**src/rtl/shift_reg_universal_if.sv**
```systemverilog
`default_nettype none
// ============================================================================
// Module      : shift_reg_universal_if
// Description : Control, data and status bundle for the universal shift
//               register. The master drives mode/load/burst controls and
//               observes the register taps and burst status.
// Revision    : 1.0 - initial release
// ============================================================================
interface shift_reg_universal_if #(
  parameter int WIDTH = 8
);
  localparam int CW = $clog2(WIDTH + 1);

  logic             enable;
  logic [1:0]       mode;
  logic [WIDTH-1:0] parallel_in;
  logic             serial_in_msb;
  logic             serial_in_lsb;
  logic             start;
  logic [CW-1:0]    shift_count;
  logic             shift_dir;
  logic [WIDTH-1:0] parallel_out;
  logic             serial_out_msb;
  logic             serial_out_lsb;
  logic             busy;
  logic             done;

  modport master (
    output enable, mode, parallel_in, serial_in_msb, serial_in_lsb,
           start, shift_count, shift_dir,
    input  parallel_out, serial_out_msb, serial_out_lsb, busy, done
  );

  modport slave (
    input  enable, mode, parallel_in, serial_in_msb, serial_in_lsb,
           start, shift_count, shift_dir,
    output parallel_out, serial_out_msb, serial_out_lsb, busy, done
  );
endinterface
`default_nettype wire

```
**src/rtl/shift_reg_universal.sv**
```systemverilog
`default_nettype none
// ============================================================================
// Module      : shift_reg_universal
// Description : Parametrised universal shift register with hold, shift
//               right/left and parallel load, plus a counted burst-shift
//               engine reporting busy and a one-cycle done pulse.
// Revision    : 1.0 - initial release
// ============================================================================
module shift_reg_universal #(
  parameter int WIDTH = 8
) (
  input  logic                  clock,
  input  logic                  reset,
  shift_reg_universal_if.slave  bus
);
  localparam int CW = $clog2(WIDTH + 1);
  localparam logic [CW-1:0] c_width = CW'(WIDTH);
  localparam logic [CW-1:0] c_one   = CW'(1);

  localparam logic [1:0] c_mode_hold  = 2'b00;
  localparam logic [1:0] c_mode_right = 2'b01;
  localparam logic [1:0] c_mode_left  = 2'b10;
  localparam logic [1:0] c_mode_load  = 2'b11;

  typedef enum logic [0:0] {
    ST_IDLE  = 1'b0,
    ST_BURST = 1'b1
  } state_t;

  state_t           r_state;
  logic [WIDTH-1:0] r_data;
  logic [CW-1:0]    r_remaining;
  logic             r_dir;
  logic             r_done;

  state_t           w_next_state;
  logic [WIDTH-1:0] w_next_data;
  logic [CW-1:0]    w_next_remaining;
  logic             w_next_dir;
  logic             w_next_done;

  logic [WIDTH-1:0] w_shift_right;
  logic [WIDTH-1:0] w_shift_left;
  logic [CW-1:0]    w_count_sat;

  // Shift candidates always use the live fill bits, in IDLE and in BURST
  assign w_shift_right = {bus.serial_in_msb, r_data[WIDTH-1:1]};
  assign w_shift_left  = {r_data[WIDTH-2:0], bus.serial_in_lsb};
  // Requests longer than the register clamp to a full-width shift
  assign w_count_sat   = (bus.shift_count > c_width) ? c_width : bus.shift_count;

  // Next-state logic: start beats mode in IDLE, a stalled burst holds everything
  always_comb begin
    w_next_state     = r_state;
    w_next_data      = r_data;
    w_next_remaining = r_remaining;
    w_next_dir       = r_dir;
    w_next_done      = 1'b0;

    if (bus.enable) begin
      case (r_state)
        ST_IDLE: begin
          if (bus.start) begin
            w_next_dir       = bus.shift_dir;
            w_next_remaining = w_count_sat;
            if (w_count_sat == '0) begin
              w_next_done = 1'b1;
            end else begin
              w_next_state = ST_BURST;
            end
          end else begin
            case (bus.mode)
              c_mode_hold:  w_next_data = r_data;
              c_mode_right: w_next_data = w_shift_right;
              c_mode_left:  w_next_data = w_shift_left;
              c_mode_load:  w_next_data = bus.parallel_in;
              default:      w_next_data = r_data;
            endcase
          end
        end
        ST_BURST: begin
          w_next_data      = r_dir ? w_shift_left : w_shift_right;
          w_next_remaining = r_remaining - c_one;
          if (r_remaining == c_one) begin
            w_next_state = ST_IDLE;
            w_next_done  = 1'b1;
          end
        end
        default: w_next_state = ST_IDLE;
      endcase
    end
  end

  // State register; reset overrides enable and aborts any burst silently
  always_ff @(posedge clock) begin
    if (reset) begin
      r_state     <= ST_IDLE;
      r_data      <= '0;
      r_remaining <= '0;
      r_dir       <= 1'b0;
      r_done      <= 1'b0;
    end else begin
      r_state     <= w_next_state;
      r_data      <= w_next_data;
      r_remaining <= w_next_remaining;
      r_dir       <= w_next_dir;
      r_done      <= w_next_done;
    end
  end

  assign bus.parallel_out   = r_data;
  assign bus.serial_out_msb = r_data[WIDTH-1];
  assign bus.serial_out_lsb = r_data[0];
  assign bus.busy           = (r_state == ST_BURST);
  assign bus.done           = r_done;

endmodule
`default_nettype wire

```
**src/flat_wrapper.sv**
```systemverilog
// flat-port wrapper written by rule: the top's interface ports become plain ports
module shift_reg_universal_flat 
#(
  parameter int WIDTH = 8
)
  (clock, reset, bus_enable, bus_mode, bus_parallel_in, bus_serial_in_msb, bus_serial_in_lsb, bus_start, bus_shift_count, bus_shift_dir, bus_parallel_out, bus_serial_out_msb, bus_serial_out_lsb, bus_busy, bus_done);
  shift_reg_universal_if #(.WIDTH(WIDTH)) bus_i ();
  input  logic clock;
  input  logic reset;
  input wire logic [$bits(bus_i.enable)-1:0] bus_enable;
  input wire logic [$bits(bus_i.mode)-1:0] bus_mode;
  input wire logic [$bits(bus_i.parallel_in)-1:0] bus_parallel_in;
  input wire logic [$bits(bus_i.serial_in_msb)-1:0] bus_serial_in_msb;
  input wire logic [$bits(bus_i.serial_in_lsb)-1:0] bus_serial_in_lsb;
  input wire logic [$bits(bus_i.start)-1:0] bus_start;
  input wire logic [$bits(bus_i.shift_count)-1:0] bus_shift_count;
  input wire logic [$bits(bus_i.shift_dir)-1:0] bus_shift_dir;
  output wire logic [$bits(bus_i.parallel_out)-1:0] bus_parallel_out;
  output wire logic [$bits(bus_i.serial_out_msb)-1:0] bus_serial_out_msb;
  output wire logic [$bits(bus_i.serial_out_lsb)-1:0] bus_serial_out_lsb;
  output wire logic [$bits(bus_i.busy)-1:0] bus_busy;
  output wire logic [$bits(bus_i.done)-1:0] bus_done;
  assign bus_i.enable = bus_enable;
  assign bus_i.mode = bus_mode;
  assign bus_i.parallel_in = bus_parallel_in;
  assign bus_i.serial_in_msb = bus_serial_in_msb;
  assign bus_i.serial_in_lsb = bus_serial_in_lsb;
  assign bus_i.start = bus_start;
  assign bus_i.shift_count = bus_shift_count;
  assign bus_i.shift_dir = bus_shift_dir;
  assign bus_parallel_out = bus_i.parallel_out;
  assign bus_serial_out_msb = bus_i.serial_out_msb;
  assign bus_serial_out_lsb = bus_i.serial_out_lsb;
  assign bus_busy = bus_i.busy;
  assign bus_done = bus_i.done;
  shift_reg_universal #(.WIDTH(WIDTH)) u_core (.clock(clock), .reset(reset), .bus(bus_i));
endmodule
```
**config.mk**
```make
export PLATFORM = sky130hd
export DESIGN_NAME = shift_reg_universal_flat
export DESIGN_NICKNAME = d
export VERILOG_FILES = /design/src/rtl/shift_reg_universal_if.sv /design/src/rtl/shift_reg_universal.sv /design/src/flat_wrapper.sv
export SDC_FILE = /design/constraint.sdc
export NUM_CORES = 1
export LEC_CHECK = 0
export CAP_MARGIN = 20
export CORE_MARGIN = 3
export CORE_UTILIZATION = 46
export CTS_CLUSTER_SIZE = 25
export DETAILED_ROUTE_END_ITERATION = 16
export GPL_ROUTABILITY_DRIVEN = 0
export MAX_ROUTING_LAYER = met4
export PLACE_DENSITY_LB_ADDON = 0.05
export SYNTH_ARGS = -nofsm -noshare
export SYNTH_HDL_FRONTEND = slang
export SYNTH_SLANG_ARGS = --single-unit
```
**constraint.sdc**
```tcl
create_clock -name clock -period 1.55 [get_ports clock]
set_input_delay 0.31 -clock clock [delete_from_list [all_inputs] [get_ports clock]]
set_output_delay 0.31 -clock clock [all_outputs]
set_load 0.03 [all_outputs]
```
# --- Word-level counts from Yosys, hierarchy flattened ---
# Index checks and enable logic that the tools add are counted.
op_classes:
  eq_ne: 7
  add_sub_neg: 1
  magnitude_cmp: 1
  reduce_logical: 6
  n_bitwise: 2
  mux: 15
ops:
  columns: ["cell", "n"]
  rows:
  - ["one-hot mux 8 bit (3 select lines)", 1]
  - ["two-way mux 8 bit", 2]
  - ["one-hot mux 8 bit (2 select lines)", 1]
  - ["two-way mux 4 bit", 2]
  - ["one-hot mux 4 bit (2 select lines)", 1]
  - ["two-way mux 1 bit", 6]
  - ["inequality test 2 bit (second input constant)", 3]
  - ["AND reduction 3 bit", 2]
  - ["== test 2 bit (second input constant)", 2]
  - ["== test 4 x 1 -> 1 bit (second input constant)", 1]
  - ["greater-than comparator 4 bit (second input constant)", 1]
  - ["zero test 4 bit", 1]
  - ["one-hot mux 1 bit (2 select lines)", 2]
  - ["subtractor 4 x 1 -> 4 bit (second input constant)", 1]
  - ["== test 2 x 1 -> 1 bit (second input constant)", 1]
  - ["zero test 2 bit", 1]
  - ["inverter 1 bit", 2]
  - ["AND reduction 2 bit", 1]
  - ["OR reduction 2 bit", 1]
totals:
  out_inout_bits: 12
  inputBits: 21
  reg_bits: 15
  elab_cells: 37

# --- Depth between registers and ports, before layout ---
# Gate-level depths: netlist of run 1.
depth:
  ltp_word: 6
  depth_mapped: 6
  ltp_nobuf: 6

# --- Worst setup path before layout of run 1 ---
# OpenSTA, ideal clock, no wires.
synth_path:
  path_type: "register to register"
  startpoint: "register u_core.r_state, in the netlist u_core.bus.busy"
  endpoint: "register u_core.r_data[3], in the netlist u_core.bus.parallel_out[3]"
  arrival_ps: 1258
  path_buffers: 1
  period_less_slack_ps: 1337
  t_required_ps: 1471
  path_stages_with_launch: 6
  setup_time_ps: 79
  path_slack_ps: 213
  path_cell_list: "dfxtp_1 -> or2b_4 -> o311a_1 -> buf_6 -> nor2_1 -> a211oi_2"
synth_between:
  elab_chain_len: 3
  elab_cells_between_ends: 5
  classes_between: "eq/ne (2); mux (1); bitwise (1); reduce/logical (1)"
synth_rtl:
  columns: ["item", "line_no", "source"]
  rows:
  - ["from (decl)", "shift_reg_universal.sv:30", "state_t r_state;"]
  - ["from (signal assigned)", "shift_reg_universal.sv:103", "r_state <= w_next_state;"]
  - ["inverter 1 bit", "shift_reg_universal.sv:61", "case (r_state)"]
  - ["inequality test 2 bit (no line)", null, null]
  - ["AND reduction 3 bit (no line)", null, null]
  - ["to (signal assigned)", "shift_reg_universal.sv:104", "r_data <= w_next_data;"]
  - ["to (decl)", "shift_reg_universal.sv:31", "logic [WIDTH-1:0] r_data;"]
# Several ways; a longest one is shown, not always the timed one.
# A chain may end at the register's enable or synchronous reset.

# --- Worst setup path after layout of run 1 ---
layout_path:
  startpoint: "input bus_mode[0]"
  endpoint: "register u_core.r_data[7], in the netlist u_core.bus.parallel_out[7]"
layout_between:
  elab_chain_len: 4
  elab_cells_between_ends: 9
  classes_between: "eq/ne (4); mux (3); reduce/logical (2)"
layout_rtl:
  columns: ["item", "line_no", "source"]
  rows:
  - ["from (decl)", "flat_wrapper.sv:11", "input wire logic [$bits(bus_i.mode)-1:0] bus_mode;"]
  - ["== test 2 bit or == test 2 x 1 -> 1 bit (tied branches)", "shift_reg_universal.sv:72", "case (bus.mode)"]
  - ["one-hot mux 8 bit (3 select lines)", "shift_reg_universal.sv:72", null]
  - ["two-way mux 8 bit", "shift_reg_universal.sv:63", "if (bus.start) begin"]
  - ["one-hot mux 8 bit (2 select lines)", "shift_reg_universal.sv:61", null]
# Several ways; a longest one is shown, not always the timed one. The select of a mux whose other input is x is not followed.

==> reports/qor.txt, run 1 <==
Dpl cell area -> 1536 um^2
Worst path most repeated cell -> buf_4
Most common cell after layout, fill and taps aside -> buf_4
Total CTS buffers -> 3
Status -> completed
CP endpoint kind -> register
Crit Reg-Reg Startpoint -> u_core.bus.busy$_SDFFE_PP0P_
Slowest CP cell -> clkdlybuf4s50_1
Die area -> 2919 um^2
Dpl ws -> -236.6 ps
Ys flop type -> dfxtp_1
Largest net degree at the start of global routing -> 18
CTS Buffer Depth -> 2
Setup CP Type -> in -> reg
Gr usage total -> 24.13%
First-pass GRT wire length -> 5037 um
Clock H-tree levels -> 1
Synth Instances -> 132
Final Hold Viols -> 0
Num ports -> 33
Layout Skew -> 2.731 ps
Drt drc -> 0
Fmax -> 682.4 MHz
Met1 Usage GRT -> 30.12%
Syn Nets -> 155
CTS tree -> built
Most frequent cells in the layout -> 28 x buf_4, 20 x clkdlybuf4s50_1, 18 x nand2_1, 18 x a21oi_1, 16 x mux2i_1
Antenna Nets Post-Route -> 0
Worst endpoint data arrival time -> 1690 ps
Iter 0 DRT Violations -> 16
Gr busiest metal -> met2
Multi-input logic area -> 659.4 um^2
Hold WS -> 518.4 ps
Layout Nets -> 208
Grt met2 use -> 38.31%
P per Cell Area -> 670.5 nW/um^2
Post-synth EDFFs -> 0
Initial cell density of the core -> 51.46%
Least-Margin Pin Slew -> 542.0 ps
Maximum vdd ir drop -> 581.3 uV
Setup slack, reg-to-reg -> 200 ps
Period minus WS final -> 1465 ps
Post-synth cell types -> 32
Met3 global-route usage -> 3.324%
CP Cell Sequence -> clkdlybuf4s50_1 -> buf_4 -> o311ai_4 -> buf_4 -> nand2_1 -> a21oi_1
Via count -> 1169
# rows -> 16
Slew headroom -> 63.82%
Final WL -> 3017 um
Worst setup margin -> 84.61 ps
Clk slew on worst S/H paths -> 100 ps
CP peak stage delay -> 530 ps
Final period utilization -> 94.54%
Register cell area after layout -> 300.3 um^2
CP max FO -> 4
Avg Cell Area, Syn -> 8.038 um^2
MaxCap Viol Count -> 0
Vias in the first global route -> 1168
Crit path from -> bus_mode[0]
Clock latency on the worst-skew pair -> 290 ps
Clock sinks -> 15
Warnings from Yosys -> 0
Sequential-to-total area share from yosys stat -> 28.30%
RSZ-0062 raised after global routing -> no
DR WL/cell -> 14.30 um
Min-delay worst type -> reg -> reg
FILL cells -> 165
Crit path launch type -> input port
Fin. max-slew vios -> 0
Initial antenna violation count -> 0
Design Area, Final -> 1567 um^2
Antenna Cells -> 0
RR Endpoint -> u_core.r_remaining[3]$_SDFFE_PP0P_
GR Overflow Total -> 0
Leak -> 0.0006806 uW
Chip height -> 54.03 um
Worst endpoint required time -> 1770 ps
Synthesized flop and latch total -> 15
R2r worst-path depth -> 6
Share of layout cells above drive strength 1 -> 20.11%
Die X -> 54.03 um
Detailed Routing Iterations Pass 1 -> 4
I/O Buffers -> 32
Detailed Place HPWL -> 2221 um
Setup crit end -> u_core.bus.parallel_out[7]$_SDFFE_PP0P_
Setup Viol. Count Final -> 0
Netlist Area Pre-Place -> 1061 um^2
Core area -> 2062 um^2
Via density -> 5.540
P&R area growth vs syn -> 47.64%
Async SR Flop Fraction -> 0%
Clk Tree Root Cell -> clkbuf_4
## cells in the mapped netlist (2+ instances only)
master / number / area (um^2)
o21ai_0: 2 / 10.01
nor3b_1: 2 / 15.01
ha_1: 2 / 25.02
buf_4: 5 / 37.54
dfxtp_1: 15 / 300.3
a31oi_1: 2 / 12.51
a211oi_1: 3 / 22.52
inv_1: 5 / 18.77
mux2i_1: 16 / 160.2
nand2_1: 18 / 67.56
o211ai_1: 7 / 52.55
buf_2: 4 / 20.02
nor2_1: 13 / 48.80
a221oi_1: 2 / 17.52
a21oi_1: 18 / 90.09
buf_6: 2 / 22.52
## per-layer routing
layer	vias to the layer above	part of all wire [%]
met4	0	0.43
met1	550	45
met2	42	47
met3	2	7.1
met5	-	0
li1	575	-
## cell type report
cell class                 count  area share, %
multi-input combinational    100          42.09
sequential                    15          19.17
timing repair buffer          60          33.63
inverter                       5          1.198
clock buffer                   3          1.438
tap                           27          2.157
clock inverter                 1         0.3195
## registers in the layout (all words and copies together), names as in the netlist
name	cells
u_core.bus.busy	1
u_core.bus.done	1
u_core.r_dir	1
u_core.r_remaining	4
u_core.bus.parallel_out	8
## worst min-delay path by stage
stage                                                 start                                 endpoint  slack (ps)  cells after the start
floorplan                                             reset             u_core.bus.busy$_SDFFE_PP0P_         380                      1
global placement    u_core.bus.parallel_out[7]$_SDFFE_PP0P_  u_core.bus.parallel_out[7]$_SDFFE_PP0P_         480                      2
detailed placement  u_core.bus.parallel_out[0]$_SDFFE_PP0P_  u_core.bus.parallel_out[0]$_SDFFE_PP0P_         510                      2
CTS                 u_core.bus.parallel_out[0]$_SDFFE_PP0P_  u_core.bus.parallel_out[0]$_SDFFE_PP0P_         520                      2
global route        u_core.bus.parallel_out[7]$_SDFFE_PP0P_  u_core.bus.parallel_out[7]$_SDFFE_PP0P_         540                      2
finish              u_core.bus.parallel_out[0]$_SDFFE_PP0P_  u_core.bus.parallel_out[0]$_SDFFE_PP0P_         520                      2
## worst max-delay path, delay by kind of cell
family / cells / cell delay [ps]
buffers and inverters: 3 / 920
and+or+nand+nor: 1 / 50
AOI/OAI and AO/OA: 2 / 410
## cell families (layout without fill, tap and decap cells)
family / after synthesis / after routing / share of synthesized area (%)
AOI/OAI and AO/OA: 41 / 41 / 26.77
adders and majority gates: 2 / 2 / 2.358
buffers and inverters: 17 / 69 / 9.670
DFF: 15 / 15 / 28.30
muxes: 16 / 16 / 15.09
and+or+nand+nor: 41 / 41 / 17.81
## what timing repair did
item                       in CTS  in global routing
setup endpoints to repair      11                  5
setup buffers                   0                  2
hold buffers                    0                  0
pin swaps                       0                  1
resized for setup              11                  1
## power by group
part           leakage [uW]  switching, uW  internal (uW)
Sequential         0.000123           23.3            410
Clock             0.0000177            140           95.8
Combinational      0.000540            190            191
## metrics by stage
stage | instances | total power, uW | utilization [%] | setup TNS, ps
after floorplan | 132 | 655.2 | - | 0
after global placement | 205 | 813.0 | 74.51 | -1788
after detailed placement | 205 | 823.7 | 74.51 | -2177
after CTS | 209 | 1052 | 75.18 | 0
after global routing | 211 | 1114 | 75.97 | 0
final | 211 | 1050 | 75.97 | 0
Power figures use the tool's default switching activity.
==> inputs of run 2 (changes only) <==
- CELL_PAD_IN_SITES_DETAIL_PLACEMENT: not set -> 1
- CELL_PAD_IN_SITES_GLOBAL_PLACEMENT: not set -> 1
- CORE_UTILIZATION: 46 -> 33
==> run 2 against run 1 <==
  * Clock-buffer cell count is 1 higher
  * Largest cell class unchanged
  * Sequential cell count is the same
  * Largest power group unchanged
  * Combinational power about the same
  * Fmax rose by 0.33%
==> reports/qor.txt, run 2 (same netlist as run 1, synthesis figures left out) <==
Layout Skew -> 3.234 ps (was 2.731 ps)
Total chip power -> 1050 uW (about the same)
Crit Reg-Reg Startpoint -> u_core.bus.busy$_SDFFE_PP0P_ (unchanged)
Chip height -> 62.70 um (was 54.03 um)
DR WL/cell -> 15.13 um (was 14.30 um)
Final period utilization -> 94.23% (was 94.54%)
Least-Margin Pin Slew -> 534.3 ps (was 542.0 ps)
Max FFs per register -> 8 (unchanged)
Crit path max-delay family -> flip-flops (was buffers and inverters)
Die area -> 3931 um^2 (was 2919 um^2)
Clock network power share -> 23.2% (was 22.5%)
I/O Buffers -> 32 (unchanged)
Setup slack, reg-to-reg -> 90 ps (was 200 ps)
Gr usage total -> 18.76% (was 24.13%)
Status -> completed (unchanged)
RSZ-0062 raised after global routing -> no (unchanged)
Setup CP Type -> reg -> reg (was in -> reg)
Most frequent cells in the layout -> 26 x buf_4, 20 x clkdlybuf4s50_1, 18 x nand2_1, 18 x a21oi_1, 16 x mux2i_1 (was 28 x buf_4, 20 x clkdlybuf4s50_1, 18 x nand2_1, 18 x a21oi_1, 16 x mux2i_1)
Crit path launch type -> register (was input port)
CP Cell Sequence -> buf_4 -> nor4bb_1 -> o211a_1 (was clkdlybuf4s50_1 -> buf_4 -> o311ai_4 -> buf_4 -> nand2_1 -> a21oi_1)
Postcts setup bufs -> 0 (unchanged)
Sw Ratio -> 34.12% (was 33.69%)
Initial antenna violation count -> 0 (unchanged)
Placed instance count -> 219 (was 205)
Detailed Place HPWL -> 2656 um (was 2221 um)
Setup Viol. Count Final -> 0 (unchanged)
Clock latency on the worst-skew pair -> 290 ps (about the same)
CTS Buffer Depth -> 2 (unchanged)
P per Cell Area -> 677.9 nW/um^2 (was 670.5 nW/um^2)
Via density -> 5.166 (was 5.540)
Num ports -> 33 (unchanged)
Crit path from -> u_core.bus.busy$_SDFFE_PP0P_ (was bus_mode[0])
GR Overflow Total -> 0 (unchanged)
Final Util -> 53.41% (was 75.97%)
# rows -> 19 (was 16)
Clock H-tree levels -> 1 (unchanged)
Initial cell density of the core -> 36.58% (was 51.46%)
Total CTS buffers -> 3 (unchanged)
Part of the power in registers -> 40.8% (was 41.2%)
Final WL -> 3375 um (was 3017 um)
Fmax -> 684.7 MHz (was 682.4 MHz)
Die X -> 62.70 um (was 54.03 um)
Core area -> 2900 um^2 (was 2062 um^2)
Pint -> 691.8 uW (was 696.5 uW)
Iter 0 DRT Violations -> 53 (was 16)
Min-delay worst type -> reg -> reg (unchanged)
Dpl cell area -> 1535 um^2 (was 1536 um^2)
Vias in the first global route -> 1233 (was 1168)
Final Hold Viols -> 0 (unchanged)
CP peak stage delay -> 490 ps (was 530 ps)
Via count -> 1152 (was 1169)
CP endpoint kind -> register (unchanged)
Share of layout cells above drive strength 1 -> 18.23% (was 20.11%)
Leak -> 0.0006590 uW (was 0.0006806 uW)
Clock sinks -> 15 (unchanged)
Setup TNS -> 0 ps (unchanged)
Slowest CP cell -> dfxtp_1 (was clkdlybuf4s50_1)
Maximum vdd ir drop -> 258.2 uV (was 581.3 uV)
Detailed Routing Iterations Pass 1 -> 4 (unchanged)
Largest net degree at the start of global routing -> 18 (unchanged)
Period minus WS final -> 1461 ps (was 1465 ps)
Antenna Nets Post-Route -> 0 (unchanged)
Drt drc -> 0 (unchanged)
Combinational share of power -> 36.0% (was 36.3%)
MaxCap Viol Count -> 0 (unchanged)
Non-Filler Instances -> 223 (was 211)
CP max FO -> 9 (was 4)
Buf/Inv on CP -> 1 (was 3)
Slew headroom -> 63.90% (was 63.82%)
Antenna Cells -> 0 (unchanged)
Design Area, Final -> 1549 um^2 (was 1567 um^2)
Worst endpoint required time -> 1790 ps (was 1770 ps)
CTS tree -> built (unchanged)
P&R area growth vs syn -> 45.99% (was 47.64%)
Clk slew on worst S/H paths -> 100 ps (about the same)
NetSw -> 358.3 uW (was 353.9 uW)
Most common cell after layout, fill and taps aside -> buf_4 (unchanged)
Layout Nets -> 205 (was 208)
Fin. max-slew vios -> 0 (unchanged)
Worst endpoint data arrival time -> 1700 ps (was 1690 ps)
Min-Delay Startpoint -> u_core.bus.parallel_out[7]$_SDFFE_PP0P_ (was u_core.bus.parallel_out[0]$_SDFFE_PP0P_)
Clk Tree Root Cell -> clkbuf_4 (unchanged)
First-pass GRT wire length -> 5816 um (was 5037 um)
-- run 2: cell types whose count changed in the layout (fill, tap and decap cells not counted), sizes merged --
cell	change
buf	-3
clkbuf	+1
clkinv	-1
-- run 2: repair_timing --
item / in CTS / in global routing
gates cloned: 0 / 0
resized for setup: 11 / 1
endpoints found under the setup margin: 11 / 8
hold buffers: 0 / 0
-- run 2: metal layers --
| layer | wire length [um] | global-route usage, % | vias up |
|---|---|---|---|
| met2 | 1592 | 29.69 | 27 |
| li1 | - | - | 569 |
| met3 | 118 | 3.237 | 7 |
| met5 | 0 | - | - |
| met1 | 1606 | 24.00 | 549 |
| met4 | 58 | 6.612 | 0 |
-- run 2: cell type report --
class / instances / area, um^2
Timing Repair Buffer: 57 / 491.7
Clock buffer: 4 / 26.28
Tap cell: 42 / 52.55
Multi-Input combinational cell: 100 / 659.4
Inverter: 5 / 18.77
Fill cell: 371 / 1351
Sequential cell: 15 / 300.3
-- run 2: path summary, 6_finish.rpt --
check,end,cells past startpoint
setup reg to reg,u_core.bus.done$_SDFF_PP0_,3
hold reg to reg,u_core.bus.parallel_out[7]$_SDFFE_PP0P_,2
setup / recovery,u_core.bus.done$_SDFF_PP0_,3
hold / removal,u_core.bus.parallel_out[7]$_SDFFE_PP0P_,2
-- run 2: power groups by stage --
stage | Sequential, uW | Combinational [uW] | Clock [uW]
floorplan | 471 | 185 | 0
CTS | 429 | 381 | 254
finish | 429 | 378 | 244
global route | 434 | 413 | 282
global placement | 438 | 377 | 0
detailed placement | 438 | 390 | 0
-- run 2: worst register-to-register path: cells and delay by family, from the launching register on --
family	cells	cell delay [ps]
buffers and inverters	1	220
AOI/OAI and AO/OA	1	250
DFF	1	490
and+or+nand+nor	1	460
-- run 2: stage by stage --
step	hold WS, ps	worst slack (ps)
final	499.2	89.45
after global routing	563.1	27.89
after CTS	505.2	38.39
after detailed placement	495.3	-238.1
after global placement	483.1	-192.3
after floorplan	382.8	212.5
